===== src/rtl/shell_reply_tx_if.sv =====
// Reply request channel between the shell command executor and the reply
// transmitter. Signal names are seen from the transmitter side.
interface shell_reply_tx_if;
  logic        i_Valid;
  logic        o_Ready;
  logic [1:0]  i_Mode;
  logic [15:0] i_Addr;
  logic [15:0] i_Data;
  logic        o_Done;

  // Command executor side: issues requests, observes ready/done.
  modport master (
    output i_Valid,
    output i_Mode,
    output i_Addr,
    output i_Data,
    input  o_Ready,
    input  o_Done
  );

  // Reply transmitter side.
  modport slave (
    input  i_Valid,
    input  i_Mode,
    input  i_Addr,
    input  i_Data,
    output o_Ready,
    output o_Done
  );
endinterface


===== src/rtl/shell_reply_tx.sv =====
// Shell reply transmitter: takes one reply request (mode, address, data),
// formats it as an ASCII line with uppercase hex digits and sends it
// byte by byte as 8N1 on UART_TX. Bytes are generated on demand from the
// latched request, so no message buffer is needed.
module shell_reply_tx #(
  parameter int CLKS_PER_BIT = 217
) (
  input  logic             CLK,
  input  logic             RST,
  shell_reply_tx_if.slave  bus,
  output logic             UART_TX
);

  localparam int BAUD_W = (CLKS_PER_BIT > 1) ? $clog2(CLKS_PER_BIT) : 1;
  localparam logic [BAUD_W-1:0] BAUD_LAST = BAUD_W'(CLKS_PER_BIT - 1);
  localparam logic [BAUD_W-1:0] BAUD_ONE  = BAUD_W'(1);

  localparam logic [1:0] MODE_DATA      = 2'd0;
  localparam logic [1:0] MODE_ADDR_DATA = 2'd1;
  localparam logic [1:0] MODE_OK        = 2'd2;
  localparam logic [1:0] MODE_ERR       = 2'd3;

  localparam logic [7:0] CH_CR    = 8'h0D;
  localparam logic [7:0] CH_LF    = 8'h0A;
  localparam logic [7:0] CH_COLON = 8'h3A;
  localparam logic [7:0] CH_SPACE = 8'h20;
  localparam logic [7:0] CH_O     = 8'h4F;
  localparam logic [7:0] CH_K     = 8'h4B;
  localparam logic [7:0] CH_QUEST = 8'h3F;

  typedef enum logic [2:0] {
    ST_IDLE  = 3'd0,
    ST_START = 3'd1,
    ST_DATA  = 3'd2,
    ST_STOP  = 3'd3,
    ST_DONE  = 3'd4
  } state_t;

  // Nibble 0-9 -> '0'-'9', 10-15 -> 'A'-'F'.
  function automatic logic [7:0] f_hex(input logic [3:0] nib);
    logic [7:0] ch;
    if (nib < 4'd10) begin
      ch = 8'h30 + {4'h0, nib};
    end else begin
      ch = 8'h37 + {4'h0, nib};
    end
    return ch;
  endfunction

  // Select a nibble of a 16-bit word, index 0 being the most significant.
  function automatic logic [3:0] f_nib(input logic [15:0] word, input logic [1:0] sel);
    logic [3:0] nib;
    case (sel)
      2'd0:    nib = word[15:12];
      2'd1:    nib = word[11:8];
      2'd2:    nib = word[7:4];
      2'd3:    nib = word[3:0];
      default: nib = 4'h0;
    endcase
    return nib;
  endfunction

  // Index of the final byte of the message for a given mode.
  function automatic logic [3:0] f_last_idx(input logic [1:0] mode);
    logic [3:0] last;
    case (mode)
      MODE_DATA:      last = 4'd5;
      MODE_ADDR_DATA: last = 4'd11;
      MODE_OK:        last = 4'd3;
      MODE_ERR:       last = 4'd2;
      default:        last = 4'd2;
    endcase
    return last;
  endfunction

  // Byte at position idx of the formatted reply line.
  function automatic logic [7:0] f_msg_byte(
    input logic [1:0]  mode,
    input logic [15:0] addr,
    input logic [15:0] data,
    input logic [3:0]  idx
  );
    logic [7:0] ch;
    logic [3:0] rel;
    rel = idx - 4'd6;
    ch  = CH_LF;
    case (mode)
      MODE_DATA: begin
        case (idx)
          4'd0, 4'd1, 4'd2, 4'd3: ch = f_hex(f_nib(data, idx[1:0]));
          4'd4:                   ch = CH_CR;
          default:                ch = CH_LF;
        endcase
      end
      MODE_ADDR_DATA: begin
        case (idx)
          4'd0, 4'd1, 4'd2, 4'd3: ch = f_hex(f_nib(addr, idx[1:0]));
          4'd4:                   ch = CH_COLON;
          4'd5:                   ch = CH_SPACE;
          4'd6, 4'd7, 4'd8, 4'd9: ch = f_hex(f_nib(data, rel[1:0]));
          4'd10:                  ch = CH_CR;
          default:                ch = CH_LF;
        endcase
      end
      MODE_OK: begin
        case (idx)
          4'd0:    ch = CH_O;
          4'd1:    ch = CH_K;
          4'd2:    ch = CH_CR;
          default: ch = CH_LF;
        endcase
      end
      MODE_ERR: begin
        case (idx)
          4'd0:    ch = CH_QUEST;
          4'd1:    ch = CH_CR;
          default: ch = CH_LF;
        endcase
      end
      default: ch = CH_LF;
    endcase
    return ch;
  endfunction

  state_t            r_state, w_state_nxt;
  logic [BAUD_W-1:0] r_baud, w_baud_nxt;
  logic [2:0]        r_bit, w_bit_nxt;
  logic [3:0]        r_byte, w_byte_nxt;
  logic [7:0]        r_shift, w_shift_nxt;
  logic [1:0]        r_mode, w_mode_nxt;
  logic [15:0]       r_addr, w_addr_nxt;
  logic [15:0]       r_data, w_data_nxt;
  logic              r_tx, w_tx_nxt;
  logic              r_ready, w_ready_nxt;
  logic              r_done, w_done_nxt;

  logic              w_accept;
  logic              w_baud_end;
  logic [3:0]        w_last_idx;
  logic [3:0]        w_byte_inc;

  assign w_accept   = bus.i_Valid && r_ready;
  assign w_baud_end = (r_baud == BAUD_LAST);
  assign w_last_idx = f_last_idx(r_mode);
  assign w_byte_inc = r_byte + 4'd1;

  // Next-state and next-output logic for the framing FSM.
  always_comb begin
    w_state_nxt = r_state;
    w_baud_nxt  = r_baud;
    w_bit_nxt   = r_bit;
    w_byte_nxt  = r_byte;
    w_shift_nxt = r_shift;
    w_mode_nxt  = r_mode;
    w_addr_nxt  = r_addr;
    w_data_nxt  = r_data;
    w_tx_nxt    = r_tx;
    w_ready_nxt = r_ready;
    w_done_nxt  = 1'b0;

    case (r_state)
      // DONE behaves like IDLE for acceptance so a waiting request goes
      // out with only a single idle-high cycle between messages.
      ST_IDLE, ST_DONE: begin
        w_tx_nxt    = 1'b1;
        w_ready_nxt = 1'b1;
        if (w_accept) begin
          w_mode_nxt  = bus.i_Mode;
          w_addr_nxt  = bus.i_Addr;
          w_data_nxt  = bus.i_Data;
          w_shift_nxt = f_msg_byte(bus.i_Mode, bus.i_Addr, bus.i_Data, 4'd0);
          w_byte_nxt  = 4'd0;
          w_bit_nxt   = 3'd0;
          w_baud_nxt  = '0;
          w_tx_nxt    = 1'b0;
          w_ready_nxt = 1'b0;
          w_state_nxt = ST_START;
        end else begin
          w_baud_nxt  = '0;
          w_state_nxt = ST_IDLE;
        end
      end

      ST_START: begin
        if (w_baud_end) begin
          w_baud_nxt  = '0;
          w_bit_nxt   = 3'd0;
          w_tx_nxt    = r_shift[0];
          w_shift_nxt = {1'b0, r_shift[7:1]};
          w_state_nxt = ST_DATA;
        end else begin
          w_baud_nxt = r_baud + BAUD_ONE;
        end
      end

      ST_DATA: begin
        if (w_baud_end) begin
          w_baud_nxt = '0;
          if (r_bit == 3'd7) begin
            w_tx_nxt    = 1'b1;
            w_state_nxt = ST_STOP;
          end else begin
            w_bit_nxt   = r_bit + 3'd1;
            w_tx_nxt    = r_shift[0];
            w_shift_nxt = {1'b0, r_shift[7:1]};
          end
        end else begin
          w_baud_nxt = r_baud + BAUD_ONE;
        end
      end

      ST_STOP: begin
        if (w_baud_end) begin
          w_baud_nxt = '0;
          if (r_byte == w_last_idx) begin
            w_tx_nxt    = 1'b1;
            w_ready_nxt = 1'b1;
            w_done_nxt  = 1'b1;
            w_state_nxt = ST_DONE;
          end else begin
            w_byte_nxt  = w_byte_inc;
            w_shift_nxt = f_msg_byte(r_mode, r_addr, r_data, w_byte_inc);
            w_tx_nxt    = 1'b0;
            w_state_nxt = ST_START;
          end
        end else begin
          w_baud_nxt = r_baud + BAUD_ONE;
        end
      end

      default: begin
        w_tx_nxt    = 1'b1;
        w_ready_nxt = 1'b1;
        w_baud_nxt  = '0;
        w_state_nxt = ST_IDLE;
      end
    endcase
  end

  // State, counters, latched request and registered outputs.
  always_ff @(posedge CLK) begin
    if (RST) begin
      r_state <= ST_IDLE;
      r_baud  <= '0;
      r_bit   <= 3'd0;
      r_byte  <= 4'd0;
      r_shift <= 8'h00;
      r_mode  <= 2'd0;
      r_addr  <= 16'h0000;
      r_data  <= 16'h0000;
      r_tx    <= 1'b1;
      r_ready <= 1'b1;
      r_done  <= 1'b0;
    end else begin
      r_state <= w_state_nxt;
      r_baud  <= w_baud_nxt;
      r_bit   <= w_bit_nxt;
      r_byte  <= w_byte_nxt;
      r_shift <= w_shift_nxt;
      r_mode  <= w_mode_nxt;
      r_addr  <= w_addr_nxt;
      r_data  <= w_data_nxt;
      r_tx    <= w_tx_nxt;
      r_ready <= w_ready_nxt;
      r_done  <= w_done_nxt;
    end
  end

  assign UART_TX     = r_tx;
  assign bus.o_Ready = r_ready;
  assign bus.o_Done  = r_done;

endmodule

===== src/flat_wrapper.sv =====
// flat-port wrapper written by rule: the top's interface ports become plain ports
module shell_reply_tx_flat 
#(
  parameter int CLKS_PER_BIT = 217
)
  (CLK, RST, UART_TX, bus_i_Valid, bus_i_Mode, bus_i_Addr, bus_i_Data, bus_o_Ready, bus_o_Done);
  shell_reply_tx_if bus_i ();
  input  logic CLK;
  input  logic RST;
  output logic UART_TX;
  input wire logic [$bits(bus_i.i_Valid)-1:0] bus_i_Valid;
  input wire logic [$bits(bus_i.i_Mode)-1:0] bus_i_Mode;
  input wire logic [$bits(bus_i.i_Addr)-1:0] bus_i_Addr;
  input wire logic [$bits(bus_i.i_Data)-1:0] bus_i_Data;
  output wire logic [$bits(bus_i.o_Ready)-1:0] bus_o_Ready;
  output wire logic [$bits(bus_i.o_Done)-1:0] bus_o_Done;
  assign bus_i.i_Valid = bus_i_Valid;
  assign bus_i.i_Mode = bus_i_Mode;
  assign bus_i.i_Addr = bus_i_Addr;
  assign bus_i.i_Data = bus_i_Data;
  assign bus_o_Ready = bus_i.o_Ready;
  assign bus_o_Done = bus_i.o_Done;
  shell_reply_tx #(.CLKS_PER_BIT(CLKS_PER_BIT)) u_core (.CLK(CLK), .RST(RST), .bus(bus_i), .UART_TX(UART_TX));
endmodule

===== config.mk =====
export PLATFORM = sky130hd
export DESIGN_NAME = shell_reply_tx_flat
export DESIGN_NICKNAME = d
export VERILOG_FILES = /design/src/rtl/shell_reply_tx_if.sv /design/src/rtl/shell_reply_tx.sv /design/src/flat_wrapper.sv
export SDC_FILE = /design/constraint.sdc
export NUM_CORES = 1
export LEC_CHECK = 0
export CAP_MARGIN = 20
export CORE_MARGIN = 5
export CORE_UTILIZATION = 55
export CTS_BUF_LIST = sky130_fd_sc_hd__clkbuf_16
export DETAILED_ROUTE_END_ITERATION = 8
export PLACE_DENSITY = 0.83
export SLEW_MARGIN = 10
export SYNTH_ARGS = -nofsm -noshare
export SYNTH_HDL_FRONTEND = slang
export SYNTH_SLANG_ARGS = --single-unit

===== constraint.sdc =====
create_clock -name CLK -period 3.2 [get_ports CLK]
set_input_delay 0.64 -clock CLK [delete_from_list [all_inputs] [get_ports CLK]]
set_output_delay 0.64 -clock CLK [all_outputs]
set_load 0.01 [all_outputs]

==> results.md <==
- Status: finished, final reports clean
- Flop pwr share: 39.7%
- Initial antenna violation count: 0
- Slew Viols, Final: 0
- CP max stage delay: 0.46 ns
- Synth area leaders: dfxtp_1, nand2_1, a21oi_1
- Max-slew headroom: 61.3%
- Crit path cell chain: buf_4 > ha_1 > a222oi_1 > a21oi_1 > inv_1 > ha_1 > a211o_1 > a41oi_1 > o221ai_1 > a311oi_1
- Tot GR Track Use: 24.9%
- Core Area: 0.00729 sq mm
- Placer Congestion: 0.962
- Top cell type by total area after synthesis: dfxtp_1
- Final setup violation count: 0
- First-pass DRT Iterations: 6
- Register area share after synthesis: 30.1%
- R2R setup slack: 0.25 ns
- Syn Nets: 601
- Clk sinks: 62
- H-tree Lvls: 3
- GR Overflow Total: 0
- Flops & latches, synth: 62
- CP Capture Type: flop
- Crit path top cell by count: ha_1
- Clock buffer depth: 2
- Internal Pwr Total: 1.57 mW
- Die width: 96.6 microns
- Period Utilization, post-route: 92.2%
- FF-to-FF End: u_core.r_shift[1]
- Min-delay src: u_core.r_addr[13]
- Clock Root Buffer: clkbuf_16
- Switching power: 0.600 mW
- Leakage power: 1.84 nW
- Sw Ratio: 27.6%
- Max cap viols: 0
- Netlist cell types: 72
- Slowest CP cell: dfxtp_1
- Worst-Skew Late Latency: 0.33 ns
- Number of setup buffers added after CTS: 0
- Post-Route WL: 11100 microns
- R2r startpoint: u_core.r_byte[1]
- Initial Utilization: 56.5%
- Post-Route Setup TNS: 0 ns
- Cell Rows: 31
- Fmax: 0.339 GHz
- CTS Hold Bufs: 0
- Hold WC Path Type: reg2reg
- DRC errors left: 0
- Commonest non-fill, non-tap cell in the layout: nand2_1
- Share of the synthesized area in the top cell type: 30.1%
- Vias/cell: 6.22
- Power Dens Cells: 450 mW/mm^2
- Synth Instances: 549
- Syn_area_per_cell: 7.51 sq um
- Top fanout value on the critical path: 8
- VDD IR max: 323 uV
- Routed Antenna Nets: 0
- Startpoint types: flop
- Hold Vio Cnt, Final: 0
- Worst path arrival time: 3.19 ns
- Syn Std Cell Area: 0.00412 sq mm
- Crit path buf inv count: 2
- CTS Buf Count: 9
- Share of cells above drive strength 1: 8.32%
- Fin Clk Skew: 0.00410 ns
- Slew @ Worst Pin: 0.564 ns
- I/O pin cnt: 40
- Clk network pwr share: 44.7%
- Vias in the first global route: 3858
- First-pass GRT wire length: 18200 microns
- CTS tree: done
- Total power: 2.17 mW
- Ant. Diodes: 0
- Vias: 4208
- CP delay by family, top: compound AO/OA/AOI/OAI gates
- Worst setup path class: reg2reg
- Port buffer count: 39
- Reg2Reg Depth: 10
- Area grow syn2layout: 16.9%
- Worst Hold End: u_core.r_addr[13]
- Die Height: 96.6 microns
- RSZ-0062 raised after global routing: no
- Fin nets: 624
- Synth Warn #: 0
- DPL Wire Length: 7980 microns
- Min Tclk post-route: 2.95 ns
- Clock transition at path regs: 0.06 ns
- Initial drt markers: 632
- Post-synth EDFFs: 0
- Worst EP required: 3.44 ns
- Die Area: 0.00932 sq mm
- Worst Hold Depth: 2
- CP startpoint: u_core.r_byte[1]
- Async S/R FF share, synth: 0%
- Commonest cells after routing, fill and taps aside: nand2_1, a21oi_1, dfxtp_1
- Drt wl/cell: 16.4 microns
- Pin count of the biggest net entering global routing: 38
- Top_reg_cell synth: dfxtp_1
- Combinational Power Share: 15.6%
[power by group through the flow]
stage               registers (mW)  clock network [mW]  logic, mW
floorplan                    0.858                   0      0.230
global placement             0.874                   0      0.321
detailed placement           0.874                   0      0.333
CTS                          0.860               0.977      0.334
global route                 0.867                1.01      0.378
finish                       0.861               0.970      0.339
[synth_stat cells, types with 4 or more instances]
cell type	instances
or3_1	5
buf_6	4
buf_2	8
ha_1	15
nand2_1	105
nor2_1	39
and3_1	4
clkbuf_1	20
xor2_1	7
a31oi_1	4
o21ai_0	27
mux2i_1	5
a21o_1	9
dfxtp_1	62
nand3_1	11
a211o_1	5
buf_4	5
a311oi_1	4
nor3_1	6
a211oi_1	8
inv_1	24
xnor2_1	6
a222oi_1	13
nand4_1	7
and2_1	5
a21oi_1	67
nor2b_1	7
[registers in the layout, indices dropped and copies added (netlist names)]
register and cells:
u_core.r_addr 16, u_core.r_data 16, u_core.r_baud 8, u_core.r_shift 7
u_core.r_byte 4, u_core.r_bit 3, u_core.r_state 3, u_core.r_mode 2
u_core.UART_TX 1, u_core.bus.o_Done 1, u_core.bus.o_Ready 1
[worst reg2reg max path, stage by stage, from the launching register on]
cell and delay [ns]:
dfxtp_1 0.46, buf_4 0.19, ha_1 0.33, a222oi_1 0.19
a21oi_1 0.44, inv_1 0.11, ha_1 0.29, a211o_1 0.26
a41oi_1 0.18, o221ai_1 0.14, a311oi_1 0.27
[worst max path at each step]
stage / endpoint / cells past startpoint
after global routing: u_core.r_shift[2] / 11
after floorplan: u_core.r_shift[1] / 13
after detailed placement: u_core.r_shift[1] / 10
final: u_core.r_shift[1] / 10
after global placement: u_core.r_shift[3] / 9
after CTS: u_core.r_shift[1] / 10
[area by class of cell]
type,count,area [sq um]
tap,99,124
inverter,25,93.8
fill,640,2470
clock inverter,7,75.1
timing repair buffer,50,468
multi-input combinational,424,2590
sequential,62,1240
clock buffer,9,225
[cell families after synthesis]
family | synth area share, %
fa+ha+maj | 4.55
buf+inv | 7.16
compound gates | 28.7
flops | 30.1
mux | 3.19
simple gates | 23.6
xor+xnor | 2.76
[timing repair]
item	CTS	global route
resized for setup	0	3
endpoints found under the setup margin	0	5
hold endpoints to repair	0	0
[layer usage]
metal	vias to the layer above	track usage, %	part of all wire, %
met2	201	41.0	47
met3	28	5.50	8.5
met4	0	8.29	1.9
li1	2028	-	-
met5	-	0	0
met1	1951	32.4	42
[through the flow]
| stage | util [%] | instances | worst slack [ns] | instance area (sq um) | hold slack (ns) |
|---|---|---|---|---|---|
| after detailed placement | 61.9 | 660 | 0.241 | 4510 | 0.448 |
| after CTS | 66.0 | 676 | 0.114 | 4810 | 0.455 |
| after global placement | 61.9 | 660 | 0.364 | 4510 | 0.443 |
| final | 66.1 | 676 | 0.250 | 4820 | 0.453 |
| after global routing | 66.1 | 676 | 0.0362 | 4820 | 0.474 |
| after floorplan | - | 549 | 0.353 | 4120 | 0.430 |
No activity file was read; power rests on OpenSTA's default activity.
